[src/rtl/mux_bus_pkg.sv]
// Shared types and default constants for the multiplexed-bus line master.
package mux_bus_pkg;

  localparam int DEF_NCH         = 2;
  localparam int DEF_LINE_W      = 256;
  localparam int DEF_BUS_W       = 64;
  localparam int DEF_TIMEOUT_CYC = 1024;
  localparam int ADDR_W          = 32;

  typedef enum logic [2:0] {
    IDLE  = 3'd0,
    ADDR  = 3'd1,
    WDATA = 3'd2,
    WRESP = 3'd3,
    RDATA = 3'd4
  } state_t;

  // Index width for a channel count; never below one bit so ports stay legal.
  function automatic int idx_width(input int n);
    return (n > 1) ? $clog2(n) : 1;
  endfunction

endpackage

[src/rtl/rr_arbiter.sv]
// Round-robin arbiter: one-hot grant, search starts after the last granted
// channel, pointer moves only when a grant is actually taken.
module rr_arbiter
  import mux_bus_pkg::*;
#(
  parameter int NCH = DEF_NCH,
  localparam int IDX_W = idx_width(NCH)
) (
  input  logic             clk,
  input  logic             rst,
  input  logic [NCH-1:0]   req,
  input  logic             en,
  output logic [NCH-1:0]   grant,
  output logic [IDX_W-1:0] grant_idx
);

  logic [IDX_W-1:0] last_r;
  logic [IDX_W-1:0] cand_s;
  logic             found_s;

  // Pick the first requesting channel after the last granted one.
  always_comb begin
    grant     = '0;
    grant_idx = '0;
    found_s   = 1'b0;
    cand_s    = '0;
    for (int i = 1; i <= NCH; i++) begin
      cand_s = IDX_W'((int'(last_r) + i) % NCH);
      if (!found_s && req[cand_s]) begin
        found_s       = 1'b1;
        grant[cand_s] = 1'b1;
        grant_idx     = cand_s;
      end else begin
        found_s = found_s;
      end
    end
  end

  // Remember the granted channel; reset makes channel 0 the next winner.
  always_ff @(posedge clk) begin
    if (rst) begin
      last_r <= IDX_W'(NCH - 1);
    end else if (en && (|req)) begin
      last_r <= grant_idx;
    end else begin
      last_r <= last_r;
    end
  end

endmodule

[src/rtl/mux_bus_master.sv]
// Line-transfer master: arbitrates NCH requesters and moves whole lines over
// a narrow multiplexed address/data bus, least-significant beat first.
module mux_bus_master
  import mux_bus_pkg::*;
#(
  parameter int NCH         = DEF_NCH,
  parameter int LINE_W      = DEF_LINE_W,
  parameter int BUS_W       = DEF_BUS_W,
  parameter int TIMEOUT_CYC = DEF_TIMEOUT_CYC
) (
  input  logic                           clk,
  input  logic                           rst,
  input  logic [NCH-1:0]                 req_valid,
  input  logic [NCH-1:0]                 req_we,
  input  logic [NCH-1:0][ADDR_W-1:0]     req_addr,
  input  logic [NCH-1:0][LINE_W-1:0]     req_wdata,
  output logic [NCH-1:0]                 req_ready,
  output logic [NCH-1:0]                 done,
  output logic [NCH-1:0]                 err,
  output logic [LINE_W-1:0]              rdata,
  output logic [BUS_W-1:0]               address_data_bus_c_to_m,
  output logic                           address_on_c_to_m,
  output logic                           data_on_c_to_m,
  output logic                           read_en_c_to_m,
  output logic                           write_en_c_to_m,
  input  logic [BUS_W-1:0]               address_data_bus_m_to_c,
  input  logic                           data_on_m_to_c,
  input  logic                           resp_m_to_c
);

  localparam int BEATS = LINE_W / BUS_W;
  localparam int OFF   = $clog2(LINE_W / 8);
  localparam int CNT_W = $clog2(BEATS + 1);
  localparam int TMO_W = $clog2(TIMEOUT_CYC + 1);
  localparam int IDX_W = idx_width(NCH);

  state_t             state_r;
  logic [NCH-1:0]     gnt_r;
  logic               we_r;
  logic [LINE_W-1:0]  wline_r;
  logic [CNT_W-1:0]   beat_r;
  logic [TMO_W-1:0]   tmo_r;

  logic [NCH-1:0]     grant_s;
  logic [IDX_W-1:0]   grant_idx_s;
  logic [ADDR_W-1:0]  line_addr_s;
  logic               arb_en_s;

  assign arb_en_s = (state_r == IDLE);

  rr_arbiter #(.NCH(NCH)) u_arb (
    .clk       (clk),
    .rst       (rst),
    .req       (req_valid),
    .en        (arb_en_s),
    .grant     (grant_s),
    .grant_idx (grant_idx_s)
  );

  // Line-aligned address of the winning requester (offset-within-line cleared).
  always_comb begin
    line_addr_s = req_addr[grant_idx_s] & ~((ADDR_W'(1) << OFF) - ADDR_W'(1));
  end

  // Transfer sequencer; every output is registered here so the bus is glitch-free.
  always_ff @(posedge clk) begin
    if (rst) begin
      state_r                 <= IDLE;
      gnt_r                   <= '0;
      we_r                    <= 1'b0;
      wline_r                 <= '0;
      beat_r                  <= '0;
      tmo_r                   <= '0;
      req_ready               <= '0;
      done                    <= '0;
      err                     <= '0;
      rdata                   <= '0;
      address_data_bus_c_to_m <= '0;
      address_on_c_to_m       <= 1'b0;
      data_on_c_to_m          <= 1'b0;
      read_en_c_to_m          <= 1'b0;
      write_en_c_to_m         <= 1'b0;
    end else begin
      req_ready <= '0;
      done      <= '0;
      err       <= '0;
      case (state_r)
        IDLE: begin
          if (|req_valid) begin
            req_ready               <= grant_s;
            gnt_r                   <= grant_s;
            we_r                    <= req_we[grant_idx_s];
            wline_r                 <= req_wdata[grant_idx_s];
            address_data_bus_c_to_m <= BUS_W'(line_addr_s);
            address_on_c_to_m       <= 1'b1;
            data_on_c_to_m          <= 1'b0;
            read_en_c_to_m          <= ~req_we[grant_idx_s];
            write_en_c_to_m         <= req_we[grant_idx_s];
            state_r                 <= ADDR;
          end else begin
            address_data_bus_c_to_m <= '0;
            address_on_c_to_m       <= 1'b0;
            data_on_c_to_m          <= 1'b0;
            read_en_c_to_m          <= 1'b0;
            write_en_c_to_m         <= 1'b0;
          end
        end
        ADDR: begin
          address_on_c_to_m <= 1'b0;
          read_en_c_to_m    <= 1'b0;
          write_en_c_to_m   <= 1'b0;
          tmo_r             <= '0;
          if (we_r) begin
            data_on_c_to_m          <= 1'b1;
            address_data_bus_c_to_m <= wline_r[BUS_W-1:0];
            beat_r                  <= CNT_W'(1);
            state_r                 <= WDATA;
          end else begin
            data_on_c_to_m          <= 1'b0;
            address_data_bus_c_to_m <= '0;
            beat_r                  <= '0;
            state_r                 <= RDATA;
          end
        end
        WDATA: begin
          if (beat_r == CNT_W'(BEATS)) begin
            data_on_c_to_m          <= 1'b0;
            address_data_bus_c_to_m <= '0;
            beat_r                  <= '0;
            tmo_r                   <= '0;
            state_r                 <= WRESP;
          end else begin
            address_data_bus_c_to_m <= wline_r[beat_r*BUS_W +: BUS_W];
            beat_r                  <= beat_r + CNT_W'(1);
          end
        end
        WRESP: begin
          if (resp_m_to_c) begin
            done    <= gnt_r;
            state_r <= IDLE;
          end else if (tmo_r == TMO_W'(TIMEOUT_CYC - 1)) begin
            done    <= gnt_r;
            err     <= gnt_r;
            tmo_r   <= '0;
            state_r <= IDLE;
          end else begin
            tmo_r <= tmo_r + TMO_W'(1);
          end
        end
        RDATA: begin
          if (data_on_m_to_c) begin
            rdata[beat_r*BUS_W +: BUS_W] <= address_data_bus_m_to_c;
            tmo_r                        <= '0;
            if (beat_r == CNT_W'(BEATS - 1)) begin
              done    <= gnt_r;
              beat_r  <= '0;
              state_r <= IDLE;
            end else begin
              beat_r <= beat_r + CNT_W'(1);
            end
          end else if (tmo_r == TMO_W'(TIMEOUT_CYC - 1)) begin
            done    <= gnt_r;
            err     <= gnt_r;
            tmo_r   <= '0;
            beat_r  <= '0;
            state_r <= IDLE;
          end else begin
            tmo_r <= tmo_r + TMO_W'(1);
          end
        end
        default: begin
          address_data_bus_c_to_m <= '0;
          address_on_c_to_m       <= 1'b0;
          data_on_c_to_m          <= 1'b0;
          read_en_c_to_m          <= 1'b0;
          write_en_c_to_m         <= 1'b0;
          state_r                 <= IDLE;
        end
      endcase
    end
  end

endmodule

[config.mk]
export PLATFORM = sky130hd
export DESIGN_NAME = mux_bus_master
export DESIGN_NICKNAME = d
export VERILOG_FILES = /design/src/rtl/mux_bus_pkg.sv /design/src/rtl/rr_arbiter.sv /design/src/rtl/mux_bus_master.sv
export SDC_FILE = /design/constraint.sdc
export NUM_CORES = 1
export LEC_CHECK = 0
export BUFFER_PORTS_ARGS = -buffer_cell sky130_fd_sc_hd__buf_2
export CAP_MARGIN = 20
export CORE_AREA = 5 5 375 377
export CTS_CLUSTER_DIAMETER = 30
export DETAILED_ROUTE_END_ITERATION = 12
export DIE_AREA = 0 0 380 382
export PLACE_DENSITY = 0.47
export RECOVER_POWER = 100
export SLEW_MARGIN = 10
export SYNTH_ARGS = -nofsm -noshare
export SYNTH_HDL_FRONTEND = slang
export SYNTH_SLANG_ARGS = --single-unit
[constraint.sdc]
create_clock -name clk -period 5.37 [get_ports clk]
set_input_delay 1.074 -clock clk [delete_from_list [all_inputs] [get_ports clk]]
set_output_delay 1.074 -clock clk [all_outputs]
set_load 0.03 [all_outputs]
== After elaboration in Yosys (flattened, before gate mapping) ==
Index checks and enable logic that the tools add are counted.

* Register bits after elaboration: 607
* Bits in latches: 0
* Memory bits (writable): 0
* ROM bits: 0
* Input port bits: 648
* Output and inout port bits: 330
* Word-level logic and storage cells: 124
* Memories kept: 0

* $add $sub $neg: 5
* $mul: 0
* Div/mod/pow operators: 0
* Order comparisons: 5
* Equality and inequality tests: 12
* Shift-type cells: 3
* Mux-type cells: 60
* Bitwise gates (word level): 5
* Reduce and logical (&&, ||, !) cells: 18

{| class="wikitable"
|+ Operator list
! cell !! number
|-
| $mux W256 || 2
|-
| $bwmux W256 || 1
|-
| $pmux W64 S4 || 1
|-
| $shift A64 B34 Y256 const A || 1
|-
| $shiftx A256 B10 Y64 || 1
|-
| $shiftx A64 B34 Y256 || 1
|-
| $mux W64 || 2
|-
| $mux W32 || 3
|-
| $mux W11 || 4
|-
| $pmux W11 S4 || 1
|-
| $neg A9 Y34 || 1
|-
| $mux W3 || 11
|-
| $mux W1 || 17
|-
| $mux W2 || 8
|-
| $pmux W3 S5 || 1
|-
| $add A11 B1 Y11 const B || 1
|-
| $eq A11 B10 Y1 const B || 1
|-
| $eq A3 B2 Y1 const B || 3
|-
| $pmux W3 S3 || 1
|-
| $pmux W2 S2 || 2
|-
| $reduce_and A2 Y1 || 4
|-
| $eq A3 B3 Y1 const B || 2
|-
| $lt A1 B2 Y1 const B || 3
|-
| $ne A2 B2 Y1 const B || 3
|-
| other kinds (18) || 33
|}

== Logic depth before layout (Yosys ltp) ==
* Word-level depth: 12
* Gate-level depth with buffers: 12
* Depth with buffers taken out: 7

== Hierarchy ==
A second synthesis with hierarchy kept.

* Cell total of the unflattened synthesis: 2890
* Area, all modules: 26660.6 um^2

{| class="wikitable"
|+ By module, submodules not included
! module !! instances !! cells an instance !! area each (um^2) !! sequential area each (um^2)
|-
| mux_bus_master || 1 || 2882 || 26591.8 || 12131.6
|-
| rr_arbiter || 1 || 8 || 68.8 || 20.0
|}

== Worst setup path after synthesis ==
No wires, ideal clock.

* Path kind: flip-flop to flip-flop
* From: register beat_r[1]
* To: register rdata[10]
* Library setup time: 0.070 ns
* Arrival: 2.633 ns
* Required time: 5.300 ns
* Path slack: 2.667 ns
* Stages on the path, launching flop included: 13
* Path buffers: 5
* Period minus slack after synthesis: 2.703 ns
* Cells stage by stage: dfxtp_1 > buf_2 > buf_1 > inv_1 > ha_1 > ha_1 > clkbuf_1 > nor4b_1 > and3_1 > buf_2 > buf_2 > nand3b_1 > a21oi_1

* Cells in the longest elaborated chain, start to end: 3
* Elaborated cells on any way between the ends: 4
* Those cells by class: add/sub: 1; shift: 2; mux: 1

{| class="wikitable"
|+ RTL lines
! item !! RTL line !! text
|-
| start, declared || mux_bus_master.sv:41 || <nowiki>logic [CNT_W-1:0] beat_r;</nowiki>
|-
| start signal, assigned || mux_bus_master.sv:134 || <nowiki>beat_r <= beat_r + CNT_W'(1);</nowiki>
|-
| start signal, assigned || mux_bus_master.sv:159 || <nowiki>beat_r <= beat_r + CNT_W'(1);</nowiki>
|-
| $neg A9 Y34 (*) || mux_bus_master.sv:152 || <nowiki>rdata[beat_r*BUS_W +: BUS_W] <= address_data_bus_m_to_c;</nowiki>
|-
| $shiftx A64 B34 Y256 or $shift A64 B34 Y256 (tied branches) || mux_bus_master.sv:152 ||
|-
| $bwmux W256 (*) || mux_bus_master.sv:152 ||
|-
| end signal, assigned by index || mux_bus_master.sv:152 ||
|-
| end, declared || mux_bus_master.sv:20 || <nowiki>output logic [LINE_W-1:0] rdata,</nowiki>
|}

Mark *: on every way between the ends. The rest lies on a longest branch, timed or not.
A chain may end at the register's enable or synchronous reset.

== Final worst setup path ==
* From: input req_valid[1]
* To: register wline_r[21]

* Cells in the longest elaborated chain, start to end: 8
* Elaborated cells on any way between the ends: 13
* Those cells by class: mux: 9; reduce/logical: 4

{| class="wikitable"
|+ RTL lines
! item !! RTL line !! text
|-
| start, declared || mux_bus_master.sv:13 || <nowiki>input logic [NCH-1:0] req_valid,</nowiki>
|-
| $mux W1 (implied by the code) (2 in a row) || rr_arbiter.sv:29 || <nowiki>if (!found_s && req[cand_s]) begin</nowiki>
|-
| $mux W1 || rr_arbiter.sv:29 ||
|-
| $logic_not A1 Y1 || rr_arbiter.sv:29 ||
|-
| $logic_and A1 B1 Y1 || rr_arbiter.sv:29 ||
|-
| $mux W1 || rr_arbiter.sv:29 ||
|-
| $mux W256 (implied by the code) (2 in a row) || mux_bus_master.sv:93 || <nowiki>wline_r <= req_wdata[grant_idx_s];</nowiki>
|-
| end signal, assigned || mux_bus_master.sv:93 ||
|-
| end, declared || mux_bus_master.sv:40 || <nowiki>logic [LINE_W-1:0] wline_r;</nowiki>
|}

Parallel ways exist; a longest one is shown, timed or not. The select of a mux whose other input is x is not followed.

==> reports/metrics.csv <==
stage;metric;value;unit
clock_network;htree_levels;4;
global_routing;grt_overflow;0;
floorplan;num_io_pins;978;
sta;period_share;0.8337;
routing;drc;0;
yosys;synth-edff-count;0;
yosys;synthesis.area;0.02637;mm2
worst_setup_path;cp.arrival;5.09;ns
yosys;async_reset_ff_frac;0;
hold_path;hold_end;rdata[173];
routing;dr.pass1.iters;9;
sta;fin_ws;0.8928;ns
clock_network;clockBufferDepth;3;
pwr;irDropWorstVdd;0.2876;mV
yosys;synth_cell_types;62;
hold_path;hold_path_depth;2;
clock_network;ctsHoldBuffers;0;
clock_network;clock-sinks;607;
routing;wl_met3;12650;um
cells_and_area;area_growth;45.22;%
worst_setup_path;cpPeakStageDelay;2.26;ns
pwr;p_per_area;533.1;mW/mm2
routing;routed-wl-met2;59880;um
routing;ant_nets;0;
clock_network;cts_setup_buffers;0;
yosys;postSynthCellCount;3156;
cells_and_area;drive_above_1_share;0.2559;
yosys;avgSynthCellArea;8.356;um2
pwr;p_sw_frac;0.3113;
run_status;status;complete, but fails checks;
clock_network;root_buffer;clkbuf_16;
yosys;synth-seq-area-share;0.4608;
clock_network;cts_tree;done;
worst_setup_path;reg2reg_to;rdata[123];
place;place_congestion;0.8760;
floorplan;core_area;0.1368;mm2
pwr;leakagePower;0.01449;uW
sta;fmax;223.4;MHz
clock_network;numCtsBuffers;171;
floorplan;die_y;382;um
global_routing;grt_max_degree;187;
place;portBuffers;967;
place;dp_slack;1.632;ns
routing;top_layer;met5;
sta;setup_tns;0;ns
sta;hold_viol;0;
sta;finClkSkew;0.04434;ns
pwr;switchingPower;6355;uW
floorplan;rows;136;
worst_setup_path;r2r_slack;1.12;ns
yosys;yosysWarnings;0;
worst_setup_path;timing.rr.start;beat_r[0];
floorplan;die_area;0.1452;mm2
cells_and_area;final_common_cell;nand2_1;
clock_network;clkTransAtPathRegs;0.04;ns
sta;worst_pin_slew;2.999;ns
run_status;violations;max-capacitance violations, max-slew violations;
worst_setup_path;cp-end-kind;flop;
hold_path;worstHoldStart;rdata[173];
hold_path;hp-class;flop to flop;
cells_and_area;layout_common_cells;847 x nand2_1, 636 x buf_2, 605 x dfxtp_1, 369 x clkbuf_1, 274 x a21oi_1;
clock_network;clkLatencyLatePin;0.74;ns
sta;min_period;4.477;ns
yosys;syn_nets;3813;
sta;setup_viol;0;
global_routing;grt_pass1_wl;189800;um
place;place_hpwl;96870;um
pwr;seqPwrFrac;0.295;
worst_setup_path;cp_slowest_cell;a21boi_1;
pwr;p_int;14060;uW
pwr;p_clk_frac;0.508;
floorplan;die_w;380;um
cells_and_area;nets;4697;
clock_network;cts-resized-gates;0;
worst_setup_path;start_kind;input pin;
cells_and_area;n_fill_cell;14978;
worst_setup_path;cp_cell_sequence;buf_2 -> a21boi_1 -> buf_12 -> clkbuf_2 -> nand2_1 -> a311oi_1;
sta;rsz0062_at_grt;no;
global_routing;grtUsageTotal;0.1743;
worst_setup_path;cp_max_fo;43;
routing;vias;28015;
yosys;synth_seq_cells;607;
global_routing;antenna_found_initial;68;
floorplan;start_util;0.1928;
worst_setup_path;reg2reg_depth;7;
routing;drt-initial-drc-count;2106;
pwr;combPwrFrac;0.196;
yosys;ys.flop_type;dfxtp_1;
routing;wl_met1;56370;um
run;drv_cap;8;
routing;via_per_inst;4.665;
sta;drv_slew;304;
routing;drt-total-wl;133400;um
worst_setup_path;worstPathRequired;5.98;ns
global_routing;grt_pass1_vias;27494;
worst_setup_path;critical_path_class;input pin to flop;
sta;relSlewSlack;-1.004;
routing;wl_per_cell;22.22;um
-- Yosys cell counts (all sizes together) (6+ instances only) --
cell / n / area [um2]
mux4: 64 / 1441
and2: 7 / 43.79
a21oi: 275 / 1376
a22oi: 40 / 300.3
o31ai: 6 / 45.04
clkbuf: 150 / 566.8
mux2: 27 / 304.0
o21ai: 75 / 379.1
dfxtp: 607 / 12150
or4: 6 / 45.04
a311oi: 258 / 2260
buf: 158 / 899.6
nand2: 848 / 3183
a222oi: 27 / 270.3
nand3b: 65 / 488.0
ha: 9 / 112.6
nand3: 201 / 1006
nor2: 269 / 1017
inv: 8 / 30.03
-- sequential cells by signal, summed over array words and instances (netlist names), 2 cells and up --
name / count
address_data_bus_c_to_m: 64
beat_r: 3
done: 2
err: 2
gnt_r: 2
rdata: 256
req_ready: 2
state_r: 3
tmo_r: 11
wline_r: 256
-- through the flow --
stage / total power (uW) / hold WS, ns / std cells / util / area [um2]
after detailed placement: 10180 / 0.4384 / 5660 / 0.2391 / 32720
final: 20420 / 0.4465 / 6005 / 0.2799 / 38300
after global placement: 10120 / 0.4305 / 5660 / 0.2391 / 32720
after global routing: 21390 / 0.4614 / 5991 / 0.2797 / 38260
after floorplan: 8715 / 0.4401 / 3156 / - / 26370
after CTS: 20680 / 0.4450 / 5975 / 0.2832 / 38750
-- power groups by stage --
stage | Clock, uW | Sequential [uW] | Combinational [uW]
after floorplan | 0 | 5880 | 2840
after global placement | 0 | 6070 | 4050
after detailed placement | 0 | 6090 | 4090
after CTS | 10600 | 6020 | 4100
after global routing | 10900 | 6110 | 4420
final | 10400 | 6030 | 4010
-- metal layers --
| layer | track usage | vias up |
|---|---|---|
| met5 | 0 | - |
| met4 | 0.06172 | 30 |
| met3 | 0.06627 | 286 |
| met2 | 0.2743 | 1260 |
| met1 | 0.2185 | 13357 |
| li1 | - | 13082 |
-- logic make-up (layout without fill, tap and decap cells) --
kind of cell / after synthesis / after routing / share of synthesized area
simple gates: 1431 / 1431 / 0.2297
buf+inv: 317 / 1343 / 0.05689
flops: 607 / 607 / 0.4608
mux: 92 / 92 / 0.06657
other cells: 0 / 29 / 0
fa+ha+maj: 9 / 9 / 0.004270
compound gates: 697 / 697 / 0.1808
xor+xnor: 3 / 3 / 0.0009965
-- worst max-delay path by stage --
stage                       from           to  slack, ns  cells after the start
floorplan              beat_r[1]    rdata[10]       2.67                     12
global placement       beat_r[0]   rdata[206]       1.67                      7
detailed placement     beat_r[0]    rdata[46]       1.63                      8
CTS                    beat_r[0]    rdata[53]       1.63                      8
global route           beat_r[0]   rdata[116]       0.70                      7
finish              req_valid[1]  wline_r[21]       0.89                      6
-- final cells by class --
type / instances / area, um2 / share of cell area
clock buffers: 235 / 4932 / 0.1288
repair buffers: 1019 / 4980 / 0.1300
clock inverters: 80 / 1099 / 0.02869
flip-flops and latches: 607 / 12160 / 0.3175
diodes: 29 / 72.57 / 0.001895
well taps: 1794 / 2245 / 0.05861
inverters: 9 / 33.78 / 0.0008822
multi-input cells: 2232 / 12770 / 0.3336
-- critical path, delay by kind of cell --
family          cells  cell delay, ns
compound gates      2            2.59
simple gates        1            0.15
buf+inv             3            1.24
Note: power is estimated with default switching activity, not from simulation.
